[src/rtl/stepper_io_controller.sv]
// rtl/stepper_io_controller.sv - autonomous mailbox-driven stepper sequencer on the RAM IO port (optional STEPPER_HOLD_TORQUE_EN)
module stepper_io_controller #(
    parameter int                ADDR_W    = 12,
    parameter logic [ADDR_W-1:0] CMD_ADDR  = 12'hFF0,
    parameter logic [ADDR_W-1:0] STAT_ADDR = 12'hFF1,
    parameter int                POLL_DIV  = 1000,
    parameter int                STEP_DIV  = 100000
) (
    input  logic              clk,
    input  logic              reset,
    output logic [ADDR_W-1:0] IO_addr,
    output logic              IO_wEn,
    output logic [31:0]       IO_dataOut,
    input  logic [31:0]       IO_dataIn,
    output logic [5:0]        JA,
    output logic              busy
);

    localparam int PW = $clog2(POLL_DIV);
    localparam int SW = $clog2(STEP_DIV);

    typedef enum logic [2:0] {
        IDLE_WAIT,
        RD_CMD,
        RD_WAIT,
        CLR_CMD,
        RUN,
        WR_STAT
    } state_t;

    state_t            state_q, state_d;
    logic [PW-1:0]     poll_q, poll_d;
    logic [SW-1:0]     step_q, step_d;
    logic [2:0]        idx_q, idx_d;
    logic [15:0]       remaining_q, remaining_d;
    logic [15:0]       completed_q, completed_d;
    logic              dir_q, dir_d;
    logic              half_q, half_d;
    logic              err_q, err_d;
    logic [ADDR_W-1:0] addr_q, addr_d;

    logic [2:0]        next_idx;
    logic [1:0]        pair_next;
    logic [3:0]        coils;
    logic              unused_cmd_bits;

    // Command bits 28:16 carry no meaning for this block.
    assign unused_cmd_bits = ^IO_dataIn[28:16];

    function automatic logic [3:0] pattern_of(input logic [2:0] i);
        case (i)
            3'd0:    pattern_of = 4'b1000;
            3'd1:    pattern_of = 4'b1010;
            3'd2:    pattern_of = 4'b0010;
            3'd3:    pattern_of = 4'b0110;
            3'd4:    pattern_of = 4'b0100;
            3'd5:    pattern_of = 4'b0101;
            3'd6:    pattern_of = 4'b0001;
            default: pattern_of = 4'b1001;
        endcase
    endfunction

    // Next phase index: half-step walks every entry, full-step moves between odd (two-coil) entries.
    always_comb begin
        pair_next = dir_q ? (idx_q[2:1] + 2'd1) : (idx_q[2:1] - 2'd1);
        if (half_q) begin
            next_idx = dir_q ? (idx_q + 3'd1) : (idx_q - 3'd1);
        end else begin
            next_idx = {pair_next, 1'b1};
        end
    end

    // Sequencer: poll mailbox, accept and clear command, step the coils, report status.
    always_comb begin
        state_d     = state_q;
        poll_d      = poll_q;
        step_d      = step_q;
        idx_d       = idx_q;
        remaining_d = remaining_q;
        completed_d = completed_q;
        dir_d       = dir_q;
        half_d      = half_q;
        err_d       = err_q;
        addr_d      = addr_q;
        case (state_q)
            IDLE_WAIT: begin
                if (poll_q == PW'(POLL_DIV - 1)) begin
                    poll_d  = '0;
                    addr_d  = CMD_ADDR;
                    state_d = RD_CMD;
                end else begin
                    poll_d = poll_q + PW'(1);
                end
            end
            RD_CMD: begin
                state_d = RD_WAIT;
            end
            RD_WAIT: begin
                if (IO_dataIn[31]) begin
                    dir_d       = IO_dataIn[30];
                    half_d      = IO_dataIn[29];
                    remaining_d = IO_dataIn[15:0];
                    completed_d = '0;
                    state_d     = CLR_CMD;
                end else begin
                    state_d = IDLE_WAIT;
                end
            end
            CLR_CMD: begin
                if (remaining_q == 16'd0) begin
                    err_d   = 1'b1;
                    addr_d  = STAT_ADDR;
                    state_d = WR_STAT;
                end else begin
                    err_d   = 1'b0;
                    step_d  = SW'(STEP_DIV - 1);
                    state_d = RUN;
                end
            end
            RUN: begin
                // The final pattern is shown for one cycle before the status write.
                if (remaining_q == 16'd0) begin
                    addr_d  = STAT_ADDR;
                    state_d = WR_STAT;
                end else if (step_q == '0) begin
                    step_d      = SW'(STEP_DIV - 1);
                    idx_d       = next_idx;
                    remaining_d = remaining_q - 16'd1;
                    completed_d = completed_q + 16'd1;
                end else begin
                    step_d = step_q - SW'(1);
                end
            end
            WR_STAT: begin
                poll_d  = '0;
                state_d = IDLE_WAIT;
            end
            default: begin
                state_d = IDLE_WAIT;
            end
        endcase
    end

    // State register; reset abandons any run without a status write.
    always_ff @(posedge clk or negedge reset) begin
        if (!reset) begin
            state_q     <= IDLE_WAIT;
            poll_q      <= '0;
            step_q      <= '0;
            idx_q       <= 3'd0;
            remaining_q <= '0;
            completed_q <= '0;
            dir_q       <= 1'b0;
            half_q      <= 1'b0;
            err_q       <= 1'b0;
            addr_q      <= '0;
        end else begin
            state_q     <= state_d;
            poll_q      <= poll_d;
            step_q      <= step_d;
            idx_q       <= idx_d;
            remaining_q <= remaining_d;
            completed_q <= completed_d;
            dir_q       <= dir_d;
            half_q      <= half_d;
            err_q       <= err_d;
            addr_q      <= addr_d;
        end
    end

    // Output decode from registered state; address register holds its value while idle.
    always_comb begin
        busy       = (state_q != IDLE_WAIT);
        IO_addr    = addr_q;
        IO_wEn     = (state_q == CLR_CMD) || (state_q == WR_STAT);
        IO_dataOut = (state_q == WR_STAT) ? {1'b1, err_q, 11'b0, idx_q, completed_q} : 32'd0;
        coils      = pattern_of(idx_q);
`ifdef STEPPER_HOLD_TORQUE_EN
        JA         = {busy, 1'b1, coils};
`else
        JA         = (state_q == RUN) ? {busy, 1'b1, coils} : {busy, 5'b0};
`endif
    end

endmodule
[config.mk]
export PLATFORM = sky130hd
export DESIGN_NAME = stepper_io_controller
export DESIGN_NICKNAME = d
export VERILOG_FILES = /design/src/rtl/stepper_io_controller.sv
export SDC_FILE = /design/constraint.sdc
export NUM_CORES = 1
export LEC_CHECK = 0
export ABC_AREA = 0
export CAP_MARGIN = 20
export CORE_MARGIN = 2
export CORE_UTILIZATION = 50
export DETAILED_ROUTE_END_ITERATION = 12
export HOLD_SLACK_MARGIN = 0.08
export PLACE_DENSITY = 0.77
export RECOVER_POWER = 100
export SYNTH_ARGS = -nofsm -noshare
export SYNTH_HDL_FRONTEND = slang
export SYNTH_SLANG_ARGS = --single-unit
[constraint.sdc]
create_clock -name clk -period 2.6 [get_ports clk]
set_input_delay 0.65 -clock clk [delete_from_list [all_inputs] [get_ports clk]]
set_output_delay 0.65 -clock clk [all_outputs]
set_load 0.02 [all_outputs]
==> flow_summary_export.csv, run 1 <==
group,metric,value,unit
job,maxCapViolations,1,
layout,layout-drive-gt1-share,0.117,
critical_path,cp_max_fo,21,
timing,period_share,0.977,
power,p_leak,2.34,nW
timing,worst_slew_pin_slew,1.73,ns
cts,clock_latency,0.36,ns
critical_path,crit_path_end_kind,"output port",
layout,n_antenna_cell,0,
synth,ys_warn_count,0,
timing,finalMaxSlewViolations,71,
synth,ys_seq_area_frac,0.389,
die,start_util,0.517,
place,dpl_cell_area,0.00523,mm²
timing,fmax,394,MHz
timing,setup_slack,0.0604,ns
layout,nFillCells,750,
critical_path,worstPathCellList,"clkbuf_1, and3b_1, buf_12, and2_0, dlygate4sd2_1",
hold_path,min_path_type,"reg2reg",
power,peakVddDrop,517,µV
grt,grt_max_degree,71,
synth,synth_cells,535,
die,rows,34,
cts,cts_sinks,70,
routing,route.detailed.drc,0,
timing,period_minus_slack,2.54,ns
critical_path,cp_top_family,"buffers and inverters",
timing,fin_worst_hold_slack,0.477,ns
cts,holdBufCountCts,0,
die,die_w,98.9,µm
timing,rsz0062_at_grt,"true",
outcome,outcome,"finished with violations",
place,gp_congestion,0.873,
cts,cts_tree,"done",
critical_path,cpPeakStageDelay,0.38,ns
timing,hold_viol,0,
routing,routed_wl,11100,µm
grt,antenna_found_initial,0,
timing,slew_headroom,-0.151,
critical_path,startpoint_type,"flip-flop",
cts,clk_pin_slew,0.08,ns
routing,drtPass1Iterations,6,
cts,cts.htree.levels,3,
cts,clockBufferDepth,2,
synth,synth_seq_cells,70,
synth,synth_area_per_cell,8.42,µm²
layout,final_cell_mix,"dfrtp_1 (70), nand2_1 (61), o21ai_0 (43)",
layout,fin_nets,647,
die,die_y,98.9,µm
critical_path,required,1.95,ns
routing,wl_per_cell,15.6,µm
cts,cts_root_buf,"clkbuf_8",
timing,skew,0.00691,ns
grt,overflow,0,
layout,final_area,0.00543,mm²
outcome,failed_checks,"max-capacitance violations, max-slew violations",
synth,synth_cell_types,64,
synth,syn-cell-area,0.00451,mm²
grt,grt_first_pass_wirelength,18600,µm
place,hpwl,7800,µm
routing,drt_iter0_drc,249,
synth,synth_ff_type,"dfrtp_1",
critical_path,path_class,"reg2out",
layout,layout_commonest_cell,"dfrtp_1",
critical_path,cp.buffers_inverters,3,
layout,syn_to_final_growth,20.6,%
place,portBuffers,58,
routing,avgViaCountPerCell,5.97,
grt,gr-usage-all-layers,0.231,
power,power,3.86,mW
die,design.core.area,0.00872,mm²
routing,vias,4272,
critical_path,critPathArrivalTime,1.89,ns
die,pin_count,86,
routing,ant_nets,0,
power,p_per_area,711,mW/mm²
timing,setup_viol,0,
die,die-area,0.00979,mm²
grt,grt_pass1_vias,3909,
cts,numCtsBuffers,9,
place,preCtsSetupSlack,-0.106,ns
synth,synth_edf_count,0,
critical_path,cp_slowest_cell,"dfrtp_1",
synth,ys_async_sr_fraction,1.00,
==> layer usage <==
layer  GRT usage  part of all wire  vias up
met2       0.372              0.48      141
met5           0                 0        -
met1       0.318              0.45     2061
met3      0.0333             0.055       16
met4      0.0843             0.015        0
li1            -                 -     2054
==> sequential cells by signal, indices dropped and copies added (netlist names) <==
register and cells:
IO_addr 2, err_q 1, dir_q 1, state_q 3, remaining_q 16, completed_q 16, idx_q 3, step_q 17
poll_q 10, half_q 1
==> report_power, final <==
group          switching [mW]  total [mW]  internal (mW)
clock network           0.431        1.06          0.632
logic                   0.615        1.07          0.451
registers               0.367        1.74           1.37
==> logic make-up (layout without fill, tap and decap cells) <==
group / after synthesis / after routing / synth area share
AOI/OAI and AO/OA: 150 / 150 / 0.210
xor gates and xnor gates: 5 / 5 / 0.00972
adders and majority gates: 11 / 11 / 0.0305
buffers and inverters: 65 / 124 / 0.0769
DFF: 70 / 70 / 0.389
muxes: 5 / 5 / 0.0119
other: 1 / 14 / 0.000832
and+or+nand+nor: 228 / 228 / 0.271
==> stage by stage <==
| step | instances | utilization | TNS, ns |
|---|---|---|---|
| after floorplan | 548 | - | -0.000223 |
| after global placement | 693 | 0.599 | -0.0176 |
| after detailed placement | 693 | 0.599 | -0.311 |
| after CTS | 713 | 0.625 | 0 |
| after global routing | 715 | 0.623 | -0.126 |
| final | 715 | 0.623 | 0 |
==> area by class of cell <==
cell class              count  area, µm²  area share
well taps                 108        135      0.0249
clock inverters             7        113      0.0207
inverters                  19       71.3      0.0131
flip-flops and latches     70       1750       0.322
repair buffers             89        748       0.138
clock buffers               9        124      0.0228
multi-input cells         413       2490       0.458
==> worst reg2reg max path, stage by stage (launching register included) <==
cell and delay [ns]:
dfrtp_1 0.44, inv_1 0.10, ha_1 0.19, nor4b_1 0.15, and4_1 0.28, a21oi_2 0.60, buf_4 0.34, a21oi_1 0.07
o22a_1 0.18
==> cell usage after synthesis, types with 3 or more instances <==
| master | instances | area share |
|---|---|---|
| nand3b_1 | 3 | 0.0050 |
| nand2b_1 | 5 | 0.0069 |
| buf_4 | 22 | 0.037 |
| nand2_1 | 62 | 0.052 |
| o31ai_1 | 14 | 0.023 |
| nor4_1 | 5 | 0.0069 |
| inv_1 | 18 | 0.015 |
| o311ai_0 | 3 | 0.0058 |
| ha_1 | 11 | 0.031 |
| a22oi_1 | 5 | 0.0083 |
| or3_1 | 6 | 0.0083 |
| a31oi_1 | 11 | 0.015 |
| o21ai_0 | 44 | 0.049 |
| and2_1 | 22 | 0.031 |
| or4_1 | 13 | 0.022 |
| o211ai_1 | 10 | 0.017 |
| and3_1 | 6 | 0.0083 |
| nor2b_1 | 3 | 0.0042 |
| nand4_1 | 11 | 0.015 |
| o22a_1 | 3 | 0.0058 |
| nor3_1 | 16 | 0.018 |
| mux2_2 | 3 | 0.0075 |
| xnor2_1 | 4 | 0.0078 |
| clkbuf_1 | 17 | 0.014 |
| a21oi_1 | 34 | 0.038 |
| nor2_1 | 41 | 0.034 |
| buf_2 | 4 | 0.0044 |
| nand3_1 | 18 | 0.020 |
| dfrtp_1 | 70 | 0.39 |
| o2bb2ai_1 | 3 | 0.0058 |
==> timing repair <==
item                       in CTS  in global routing
pin swaps                       1                  5
cloned                          0                  0
setup endpoints to repair      26                 24
resized for setup              38                 14
setup buffers                   4                  2
==> final timing paths <==
path / from / to / slack (ns) / cells past startpoint
max in group asynchronous: reset / poll_q[7]$_DFFE_PN0P_ / 0.76 / 2
max: state_q[1]$_DFFE_PN0P_ / IO_dataOut[14] / 0.06 / 5
max reg2reg: step_q[0]$_DFFE_PN0P_ / remaining_q[10]$_DFFE_PN0P_ / 0.15 / 8
min in group asynchronous: reset / remaining_q[9]$_DFFE_PN0P_ / 0.83 / 2
min: IO_addr[0]$_DFFE_PN0P_ / IO_addr[0]$_DFFE_PN0P_ / 0.48 / 2
min reg2reg: IO_addr[0]$_DFFE_PN0P_ / IO_addr[0]$_DFFE_PN0P_ / 0.48 / 2
Note: power is estimated with default switching activity, not from simulation.
==> run 2, diff against run 1 <==
- CORE_UTILIZATION: 50 -> 53
- PLACE_DENSITY: 0.77 -> 0.81
==> flow_summary_export.csv, run 2 (synthesis gave the netlist of run 1 again) <==
group,metric,value,unit
routing,avgViaCountPerCell,6.14,
critical_path,startpoint_type,"flip-flop",
grt,grt_max_degree,41,
die,start_util,0.549,
routing,routed_wl,11300,µm
routing,ant_nets,0,
critical_path,crit_path_end_kind,"output port",
critical_path,r2r_setup_slack,0.20,ns
hold_path,min_path_type,"in2async",
routing,route.detailed.drc,0,
layout,largest_reg_flops,17,
timing,fmax,396,MHz
routing,drt_iter0_drc,201,
power,p_per_area,717,mW/mm²
place,portBuffers,58,
cts,cts_tree,"done",
layout,final_area,0.00544,mm²
grt,grt_first_pass_wirelength,18600,µm
layout,final_cell_mix,"dfrtp_1 (68), nand2_1 (62), o21ai_0 (42)",
critical_path,worstPathCellList,"or3b_1, inv_2, clkdlybuf4s50_1",
power,power,3.90,mW
power,p_leak,2.33,nW
die,die_w,96.2,µm
layout,fin_nets,647,
layout,layout-drive-gt1-share,0.120,
outcome,outcome,"complete, no violations",
layout,n_antenna_cell,0,
die,rows,33,
routing,drtPass1Iterations,5,
cts,cts_root_buf,"clkbuf_8",
layout,layout_commonest_cell,"dfrtp_1",
critical_path,cp_max_fo,3,
cts,holdBufCountCts,0,
die,die_y,96.2,µm
place,hpwl,7930,µm
layout,regMostFlops,"step_q",
routing,wl_per_cell,15.9,µm
grt,antenna_found_initial,0,
timing,period_minus_slack,2.53,ns
layout,syn_to_final_growth,20.7,%
critical_path,rr_worst_depth,8,
die,die-area,0.00926,mm²
grt,grt_pass1_vias,4058,
cts,cts_sinks,70,
grt,overflow,0,
cts,clock_latency,0.36,ns
die,design.core.area,0.00822,mm²
timing,finalMaxSlewViolations,0,
timing,worst_slew_pin_slew,0.986,ns
routing,vias,4373,
job,maxCapViolations,0,
timing,setup_viol,0,
timing,slew_headroom,0.343,
critical_path,required,1.95,ns
timing,period_share,0.972,
cts,clockBufferDepth,2,
die,pin_count,86,
layout,largestRegisters,"step_q (17), completed_q (16), remaining_q (16)",
critical_path,critPathArrivalTime,1.88,ns
timing,skew,0.0162,ns
cts,clk_pin_slew,0.08,ns
place,gp_congestion,0.914,
place,dpl_cell_area,0.00522,mm²
timing,hold_viol,0,
cts,cts.htree.levels,3,
cts,numCtsBuffers,9,
timing,rsz0062_at_grt,"false",
grt,gr-usage-all-layers,0.255,
power,peakVddDrop,640,µV
critical_path,path_class,"reg2out",
critical_path,cpPeakStageDelay,0.61,ns
critical_path,cp_slowest_cell,"clkdlybuf4s50_1",
run 2: cell count changes in the layout (fill, tap and decap cells not counted), moves of 2 or more:
cell and change:
buf_2 -6, buf_4 +4, clkbuf_2 +3, dfrtp_1 -2, dfrtp_2 +2
run 2: power breakdown:
group,switching [mW],internal [mW],total (mW)
Combinational,0.639,0.449,1.09
Sequential,0.367,1.37,1.74
Clock,0.438,0.638,1.08
Total,1.44,2.46,3.90
run 2: layer usage:
metal,part of all wire,track usage
met1,0.43,0.325
met2,0.49,0.427
met3,0.061,0.0540
met4,0.021,0.0893
met5,0,0
run 2: timing repair:
item	4_1_cts	5_1_grt
gates resized for setup	38	16
buffers inserted	2	2
endpoints found under the hold margin	0	0
pin swaps	1	4
endpoints found under the setup margin	25	27
run 2: final timing paths:
| kind | start | end |
|---|---|---|
| setup / recovery | state_q[0]$_DFFE_PN0P_ | JA[4] |
| hold / removal | reset | remaining_q[8]$_DFFE_PN0P_ |
| setup reg to reg | step_q[0]$_DFFE_PN0P_ | completed_q[6]$_DFFE_PN0P_ |
| hold reg to reg | step_q[16]$_DFFE_PN0P_ | step_q[16]$_DFFE_PN0P_ |
| max in group asynchronous | reset | idx_q[0]$_DFFE_PN0P_ |
| min in group clk | step_q[16]$_DFFE_PN0P_ | step_q[16]$_DFFE_PN0P_ |
run 2: critical path: cells and delay by family (launching register included):
kind | cells | cell delay [ns]
flip-flops | 1 | 0.38
buffers and inverters | 2 | 0.73
AND/OR/NAND/NOR | 1 | 0.42
run 2: cell type report:
class,count,area [µm²]
clock buffers,10,128
clock inverters,6,109
fillers,684,2780
inverters,19,71.3
multi-input cells,413,2500
flip-flops and latches,70,1750
well taps,105,131
repair buffers,89,744
run 2: per-stage QoR:
stage / setup slack (ns) / TNS, ns / hold WS [ns] / util / cells
5_1_grt: 0.0201 / 0 / 0.427 / 0.662 / 712
2_1_floorplan: -0.000223 / -0.000223 / 0.354 / - / 548
3_3_place_gp: 0.00211 / 0 / 0.463 / 0.636 / 692
6_report: 0.0738 / 0 / 0.339 / 0.662 / 712
4_1_cts: 0.0290 / 0 / 0.194 / 0.661 / 710
3_5_place_dp: -0.0452 / -0.0866 / 0.475 / 0.636 / 692
==> run 3, diff against run 2 <==
- CAP_MARGIN: 20 -> 10
==> results of run 3 <==
Same layout as run 2: the final DEF is identical, and so are final timing and power.
